--- config.mk ---
export PLATFORM = sky130hd
export DESIGN_NAME = reg_bank_funsel
export DESIGN_NICKNAME = d
export VERILOG_FILES = /design/src/rtl/reg_bank_pkg.sv /design/src/rtl/reg_bank_funsel_reg_cell.sv /design/src/rtl/reg_bank_funsel.sv
export SDC_FILE = /design/constraint.sdc
export NUM_CORES = 1
export LEC_CHECK = 0
export ABC_AREA = 1
export CORE_UTILIZATION = 25
export CTS_BUF_LIST = sky130_fd_sc_hd__clkbuf_8
export DETAILED_ROUTE_END_ITERATION = 8
export GPL_ROUTABILITY_DRIVEN = 0
export SYNTH_ARGS = -nofsm -noshare
export SYNTH_HDL_FRONTEND = slang
export SYNTH_SLANG_ARGS = --single-unit
--- constraint.sdc ---
create_clock -name Clock -period 4.7 [get_ports Clock]
set_clock_uncertainty 0.1 [all_clocks]
set_input_delay 0.705 -clock Clock [delete_from_list [all_inputs] [get_ports Clock]]
set_output_delay 0.705 -clock Clock [all_outputs]
set_load 0.05 [all_outputs]
--- src/rtl/reg_bank_pkg.sv ---
// Shared definitions for the FunSel register bank: operation encodings and parameter limits.
// Latency: none (package only).
// Backpressure: none (package only).
package reg_bank_pkg;

   // FunSel operation encodings
   localparam logic [2:0] FS_DEC    = 3'b000;  // Q - 1
   localparam logic [2:0] FS_INC    = 3'b001;  // Q + 1
   localparam logic [2:0] FS_LOAD   = 3'b010;  // Q <= I
   localparam logic [2:0] FS_CLR    = 3'b011;  // Q <= 0
   localparam logic [2:0] FS_LOAD8  = 3'b100;  // Q <= zero-extended I[7:0]
   localparam logic [2:0] FS_LOAD16 = 3'b101;  // Q <= zero-extended I[15:0]
   localparam logic [2:0] FS_SHL8   = 3'b110;  // Q <= {Q[WIDTH-9:0], I[7:0]}
   localparam logic [2:0] FS_SEXT16 = 3'b111;  // Q <= sign-extended I[15:0]

   // Supported parameter ranges; the byte/halfword ops need WIDTH >= 16
   localparam int WIDTH_MIN    = 16;
   localparam int WIDTH_MAX    = 64;
   localparam int NUM_REGS_MIN = 2;
   localparam int NUM_REGS_MAX = 16;

   // True when the op is one of the counting ops that can cross the wrap boundary
   function automatic logic is_count_op(input logic [2:0] fs);
      return (fs == FS_DEC) || (fs == FS_INC);
   endfunction

endpackage

--- src/rtl/reg_bank_funsel_reg_cell.sv ---
// One WIDTH-bit register applying the FunSel op when E is high, with a boundary-crossing strobe.
// Latency: Q and Wrap update one cycle after the enabling edge.
// Backpressure: none; a write is always accepted on the edge where E is high.
// Option: REG_BANK_SATURATE_EN makes dec at 0 / inc at all-ones hold instead of wrapping.
module reg_cell #(
   parameter int WIDTH = 32
) (
   input  logic             Clock,
   input  logic             Reset,
   input  logic             E,
   input  logic [2:0]       FunSel,
   input  logic [WIDTH-1:0] I,
   output logic [WIDTH-1:0] Q,
   output logic             Wrap
);
   import reg_bank_pkg::*;

   localparam logic [WIDTH-1:0] ALL_ONES = '1;

   logic [WIDTH-1:0] q_next;
   logic             at_boundary;

   // Next-state value for the selected op and detection of a dec-at-0 / inc-at-all-ones event
   always_comb begin
      q_next      = Q;
      at_boundary = 1'b0;
      case (FunSel)
         FS_DEC: begin
            at_boundary = (Q == '0);
`ifdef REG_BANK_SATURATE_EN
            q_next = at_boundary ? Q : (Q - WIDTH'(1));
`else
            q_next = Q - WIDTH'(1);
`endif
         end
         FS_INC: begin
            at_boundary = (Q == ALL_ONES);
`ifdef REG_BANK_SATURATE_EN
            q_next = at_boundary ? Q : (Q + WIDTH'(1));
`else
            q_next = Q + WIDTH'(1);
`endif
         end
         FS_LOAD:   q_next = I;
         FS_CLR:    q_next = '0;
         FS_LOAD8:  q_next = {{(WIDTH-8){1'b0}}, I[7:0]};
         FS_LOAD16: q_next = WIDTH'(I[15:0]);
         FS_SHL8:   q_next = {Q[WIDTH-9:0], I[7:0]};
         FS_SEXT16: q_next = WIDTH'($signed(I[15:0]));
         default:   q_next = Q;
      endcase
      // only the counting ops can raise the strobe
      if (!is_count_op(FunSel)) begin
         at_boundary = 1'b0;
      end
   end

   // Register update and one-cycle Wrap strobe; reset clears both immediately
   always_ff @(posedge Clock or posedge Reset) begin
      if (Reset) begin
         Q    <= '0;
         Wrap <= 1'b0;
      end else begin
         Wrap <= E & at_boundary;
         if (E) begin
            Q <= q_next;
         end
      end
   end

endmodule

--- src/rtl/reg_bank_funsel.sv ---
// Bank of NUM_REGS FunSel registers with a broadcast write port, two read ports and per-register flags.
// Latency: writes visible on OutA/OutB/Zero one cycle after the edge; reads are combinational.
// Backpressure: none; every enabled register takes the op on each rising edge.
// Option: REG_BANK_SATURATE_EN (handled inside reg_cell) saturates inc/dec instead of wrapping.
module reg_bank_funsel #(
   parameter  int WIDTH    = 32,
   parameter  int NUM_REGS = 4,
   localparam int SEL_W    = $clog2(NUM_REGS)
) (
   input  logic                Clock,
   input  logic                Reset,
   input  logic [NUM_REGS-1:0] RegEn,
   input  logic [2:0]          FunSel,
   input  logic [WIDTH-1:0]    I,
   input  logic [SEL_W-1:0]    OutASel,
   input  logic [SEL_W-1:0]    OutBSel,
   output logic [WIDTH-1:0]    OutA,
   output logic [WIDTH-1:0]    OutB,
   output logic [NUM_REGS-1:0] Wrap,
   output logic [NUM_REGS-1:0] Zero
);
   import reg_bank_pkg::*;

   logic [WIDTH-1:0] q_arr [NUM_REGS];

   // One cell per register; op and data are broadcast, each cell gated by its own enable
   for (genvar n = 0; n < NUM_REGS; n++) begin : g_reg
      reg_cell #(
         .WIDTH (WIDTH)
      ) u_cell (
         .Clock  (Clock),
         .Reset  (Reset),
         .E      (RegEn[n]),
         .FunSel (FunSel),
         .I      (I),
         .Q      (q_arr[n]),
         .Wrap   (Wrap[n])
      );

      assign Zero[n] = (q_arr[n] == '0);
   end

   // Read port A: selects beyond the last register read as zero
   always_comb begin
      OutA = '0;
      for (int n = 0; n < NUM_REGS; n++) begin
         if (OutASel == SEL_W'(n)) begin
            OutA = q_arr[n];
         end
      end
   end

   // Read port B: same mux as port A, independent select
   always_comb begin
      OutB = '0;
      for (int n = 0; n < NUM_REGS; n++) begin
         if (OutBSel == SEL_W'(n)) begin
            OutB = q_arr[n];
         end
      end
   end

endmodule

# After elaboration in Yosys (flattened, before gate mapping)
# Index checks and enable logic that the tools add are counted.
# op_classes
addsub,8
eq_ne,17
mux,20
bitwise_logic,4
n_reduce_logical,8
# ops
op,count
32-bit case mux with 8 select lines,4
32-bit two-way mux,8
"32-bit by 1-bit adder with 32-bit output, second input constant",4
"32-bit == test, second input constant",4
32-bit logical NOT,4
"32-bit by 1-bit subtractor with 32-bit output, second input constant",4
"3-bit == test, second input constant",4
"2-bit == test, second input constant",4
1-bit case mux with 2 select lines,4
"3-bit by 2-bit == test with 1-bit output, second input constant",2
1-bit bitwise AND,4
"2-bit by 1-bit == test with 1-bit output, second input constant",2
2-bit logical NOT,2
1-bit two-way mux,4
"3-bit by 1-bit == test with 1-bit output, second input constant",1
3-bit logical NOT,1
1-bit logical OR,1
# totals
ff_bits,132
inputBits,45

# Longest topological paths before layout
# logic_depth
word_depth,5
depth_mapped,16
mapped_depth_nobuf,16

# Modules after synthesis
# From an unflattened synthesis, not the netlist that was laid out.
# unflattened
cells_unflattened,3390
hier_area_um2,18795.5
# modules_own_cells
mod,n_inst,cells_per_inst,area_each_um2,seq_area_each_um2
reg_cell (g_reg[1].u_cell ...),3,727,4181.5,825.8
reg_cell (g_reg[0].u_cell),1,727,4191.5,825.8
reg_bank_funsel,1,482,2059.5,0.0

# Worst setup path after synthesis
# No wires, ideal clock.
# synth_path
path_type,input port to flip-flop
from,input port FunSel[1]
to,register g_reg[2].u_cell.Q[28]
arrival_ns,3.915
t_required_ns,4.523
path_slack_ns,0.608
stages,13
n_path_buf,0
cell_sequence,nor2_2 > nand2_2 > inv_1 > fa_1 > inv_1 > nand3_1 > nand3_1 > nand3_1 > nand3_1 > nand2_1 > nand3_1 > nand3_1 > a21oi_1
# synth_via
elab_chain_cells,2
# synth_rtl
element,line_no,rtl
from (decl),reg_bank_funsel.sv:13,"input logic [2:0] FunSel,"
3-bit == test (tied with other cells),reg_bank_funsel_reg_cell.sv:27,case (FunSel)
32-bit case mux with 8 select lines *,reg_bank_funsel_reg_cell.sv:27,
to (signal assigned),reg_bank_funsel_reg_cell.sv:66,Q <= q_next;
to (decl),reg_bank_funsel_reg_cell.sv:13,"output logic [WIDTH-1:0] Q,"
# Every way passes the cells marked *; elsewhere a longest branch is shown, timed or not.
# A chain may end at the register's enable or synchronous reset.

# Final worst setup path
# layout_path
from,input port OutASel[0]
to,output port OutA[2]
# layout_via
elab_chain_cells,5
# layout_rtl
element,line_no,rtl
from (decl),reg_bank_funsel.sv:15,"input logic [SEL_W-1:0] OutASel,"
2-bit logical NOT,reg_bank_funsel.sv:47,if (OutASel == SEL_W'(n)) begin
32-bit two-way mux (3 in a row),reg_bank_funsel.sv:47,
32-bit two-way mux *,reg_bank_funsel.sv:47,
to (decl),reg_bank_funsel.sv:17,"output logic [WIDTH-1:0] OutA,"
# Marked as above.

==> Implementation_results.wiki <==
{| class="wikitable"
! Metric !! Value
|-
| Result of the run || completed
|-
| Share of final-layout standard cells stronger than drive strength 1 || 0.0448
|-
| Routed wire length || 79,500 um
|-
| Total power || 6.75 mW
|-
| TritonCTS clock tree || built
|-
| Main area contributors after synthesis || nand2_1 (21%), dfrtp_1 (19%), inv_1 (12%), ha_1 (9.2%), nor2_1 (7.5%)
|-
| Type of element capturing the critical path || output pin
|-
| Wire length of the first global-routing pass || 119,000 um
|-
| Delay contributed by the slowest stage of the critical path || 610 ps
|-
| Number of placed instances, taps included || 4,192
|-
| Clock Sinks || 132
|-
| Classification of the worst-slack hold path || register to register
|-
| Overall routing resource usage || 0.218
|-
| Number of different library cells in the post-synthesis netlist || 32
|-
| Critical path cell sequence || clkdlybuf4s50_1 -> nand2_1 -> buf_4 -> clkinv_1 -> a22oi_1 -> buf_12
|-
| Clock insertion delay at the later pin of the skew report || 490 ps
|-
| Maximum fanout count along the critical path || 18
|-
| Top Ports || 117
|-
| Max-slew violation total from the final report || 0
|-
| Critical path arrival || 3220 ps
|-
| Share of the core filled with cells || 0.297
|-
| Seq/Total Area, Yosys || 0.186
|-
| Leak pwr || 11.2 nW
|-
| Upper clock frequency limit || 249 MHz
|-
| Placeable Area || 70,100 sq um
|-
| # setup viols final || 0
|-
| Reg clk slew, reported paths || 90 ps
|-
| Final HPWL DP || 64,300 um
|-
| Area Overhead vs Synth || 17.4%
|-
| Largest net degree at the start of global routing || 71
|-
| Slew headroom || 0.278
|-
| Type of the setup path with the least slack || input port to output pin
|-
| Root buffer cell || clkbuf_8
|-
| Final routed DRC violation total || 0
|-
| Count of placed standard cells in the final layout, fillers left out || 4,224
|-
| Crit-path slowest cell || clkdlybuf4s50_1
|-
| Number of rows in the core area || 97
|-
| Beginning of the critical path || OutASel[0]
|-
| Startpoint class of the critical path || input port
|-
| Post-synthesis cell area || 17,700 sq um
|-
| Actual slew at the worst max-slew pin || 1080 ps
|-
| Number of max-capacitance violations reported || 0
|-
| Commonest non-fill, non-tap cell in the layout || nand2_1
|-
| Post-CTS Resized || 0
|-
| Final hold viol count || 0
|-
| Initial Util || 0.253
|-
| Number of filler instances in the final layout || 7,988
|-
| Remaining number of nets flagged by the antenna check after routing || 0
|-
| Total nets after synthesis || 3,360
|-
| Required time of the critical path || 3890 ps
|-
| Number of buffers inserted for hold repair after clock tree synthesis || 0
|-
| Number of buffers created by CTS || 17
|-
| FF-to-FF Start || g_reg[1].u_cell.Q[0]$_DFFE_PP0P_
|-
| Die H || 268 um
|-
| Vias after detailed routing || 21,700
|-
| Grt ovf || 0
|-
| Placed inst area || 20,500 sq um
|-
| Area share of the leading cell type in the synthesized netlist || 0.213
|-
| Post-detailed-route wirelength per cell || 18.8 um
|-
| Vias in the first global route || 19,900
|-
| Minimum setup slack in the final design || 678 ps
|-
| Die outline width || 268 um
|-
| RSZ-0062 raised after global routing || false
|-
| Largest voltage drop on the vdd net || 0.202 mV
|-
| Minimum clock period after layout || 4020 ps
|-
| Post-layout instance area || 20,800 sq um
|-
| Area taken by multi-input logic gates || 11,900 sq um
|-
| Hold Worst Slack || 523 ps
|-
| Avg Cell Area, Syn || 5.58 sq um
|-
| P per Cell Area || 324 nW/um^2
|-
| Share of the clock period used by the worst path after layout || 0.856
|-
| Maximum clock insertion buffer count || 2
|-
| Final nets || 3,451
|-
| Synthesized netlist cell count || 3,180
|-
| Worst setup slack after placement || 832 ps
|-
| Worst Path Buf+Inv || 4
|-
| H-tree depth reported by CTS || 4
|-
| Most frequent cells in the layout || nand2_1 (1,009), inv_1 (568), nor2_1 (351)
|-
| Number of design-rule violations left by the first detailed-router iteration || 2,987
|-
| Post-CTS setup buffers || 0
|-
| Largest area contributor in the netlist || nand2_1
|-
| Port Buffer Count || 116
|-
| Top Family by Delay on Critical Path || buffers and inverters
|-
| Total Die Area || 72,000 sq um
|-
| Number of vias per cell || 5.13
|-
| FF+latch count, synth || 132
|-
| Initial antenna violation count || 1
|-
| Total of warnings raised by yosys || 0
|-
| Storage element area || 3300 sq um
|-
| Detailed Routing Iterations Pass 1 || 7
|-
| Worst Hold Launch || g_reg[0].u_cell.Q[26]$_DFFE_PP0P_
|-
| Summed negative setup slack over all endpoints || 0 ps
|}
-- layer usage --
layer | global-route usage | part of all wire
met2 | 0.329 | 0.42
met4 | 0.101 | 0.051
met3 | 0.0435 | 0.11
met1 | 0.296 | 0.42
met5 | 0 | 0
-- sequential cells by signal, summed over array words and instances, names as in the netlist --
name	count
g.u_cell.Wrap	4
g.u_cell.Q	128
-- cells in the mapped netlist --
library cell and instances:
a211oi_1 4, nor4_1 38, o2111ai_1 2, o21bai_1 12, nand2_2 2, ha_1 131
a21oi_1 241, buf_4 5, o21ai_2 1, xor2_1 34, buf_1 6, nand2_1 1009
clkinv_1 3, buf_2 16, nor2_2 4, dfrtp_1 132, o21ai_0 81, nand4_1 52
a221oi_1 29, inv_1 569, clkbuf_1 51, o22ai_1 40, nand3_1 177, a31oi_1 33
o21ai_1 76, inv_2 8, a21o_1 4, nor3_1 14, a22oi_1 37, nor2_1 353
nand3b_1 12, fa_1 4
-- report_power, final --
part           total (mW)  switching, mW  internal (mW)
registers            1.69          0.392           1.30
clock network       0.964          0.546          0.418
logic                4.10           2.73           1.37
total                6.75           3.67           3.08
-- final cells by class --
class	instances	area share
Antenna cell	1	0.000120
Inverter	580	0.105
Timing Repair Buffer	150	0.0891
Tap cell	940	0.0565
Multi-Input combinational cell	2390	0.574
Sequential cell	132	0.159
Clock buffer	17	0.0112
Clock inverter	14	0.00619
-- cell families after synthesis --
logic type      Yosys count  share of synthesized area
flops                   132                      0.186
simple gates           1661                      0.381
compound gates          560                      0.178
fa+ha+maj               135                     0.0969
buf+inv                 658                      0.141
xor+xnor                 34                     0.0168
-- final timing paths --
path / cells past startpoint / slack (ps) / end
worst max-delay path: 6 / 680 / OutA[2]
worst min-delay path: 2 / 520 / g_reg[0].u_cell.Q[26]$_DFFE_PP0P_
worst max register to register: 11 / 2150 / g_reg[1].u_cell.Q[28]$_DFFE_PP0P_
worst min register to register: 2 / 520 / g_reg[0].u_cell.Q[26]$_DFFE_PP0P_
max in group asynchronous: 3 / 2990 / g_reg[3].u_cell.Q[0]$_DFFE_PP0P_
min in group asynchronous: 2 / 630 / g_reg[2].u_cell.Q[23]$_DFFE_PP0P_
-- worst register-to-register path: stages (launching register included) --
cell	delay, ps
dfrtp_1	490
inv_1	220
fa_1	500
inv_1	180
nand3_1	100
nand3_1	160
nand3_1	90
nand3_1	180
nand2_1	120
nand3_1	100
nand3_1	90
a21oi_1	160
No activity file was read; power rests on OpenSTA's default activity.
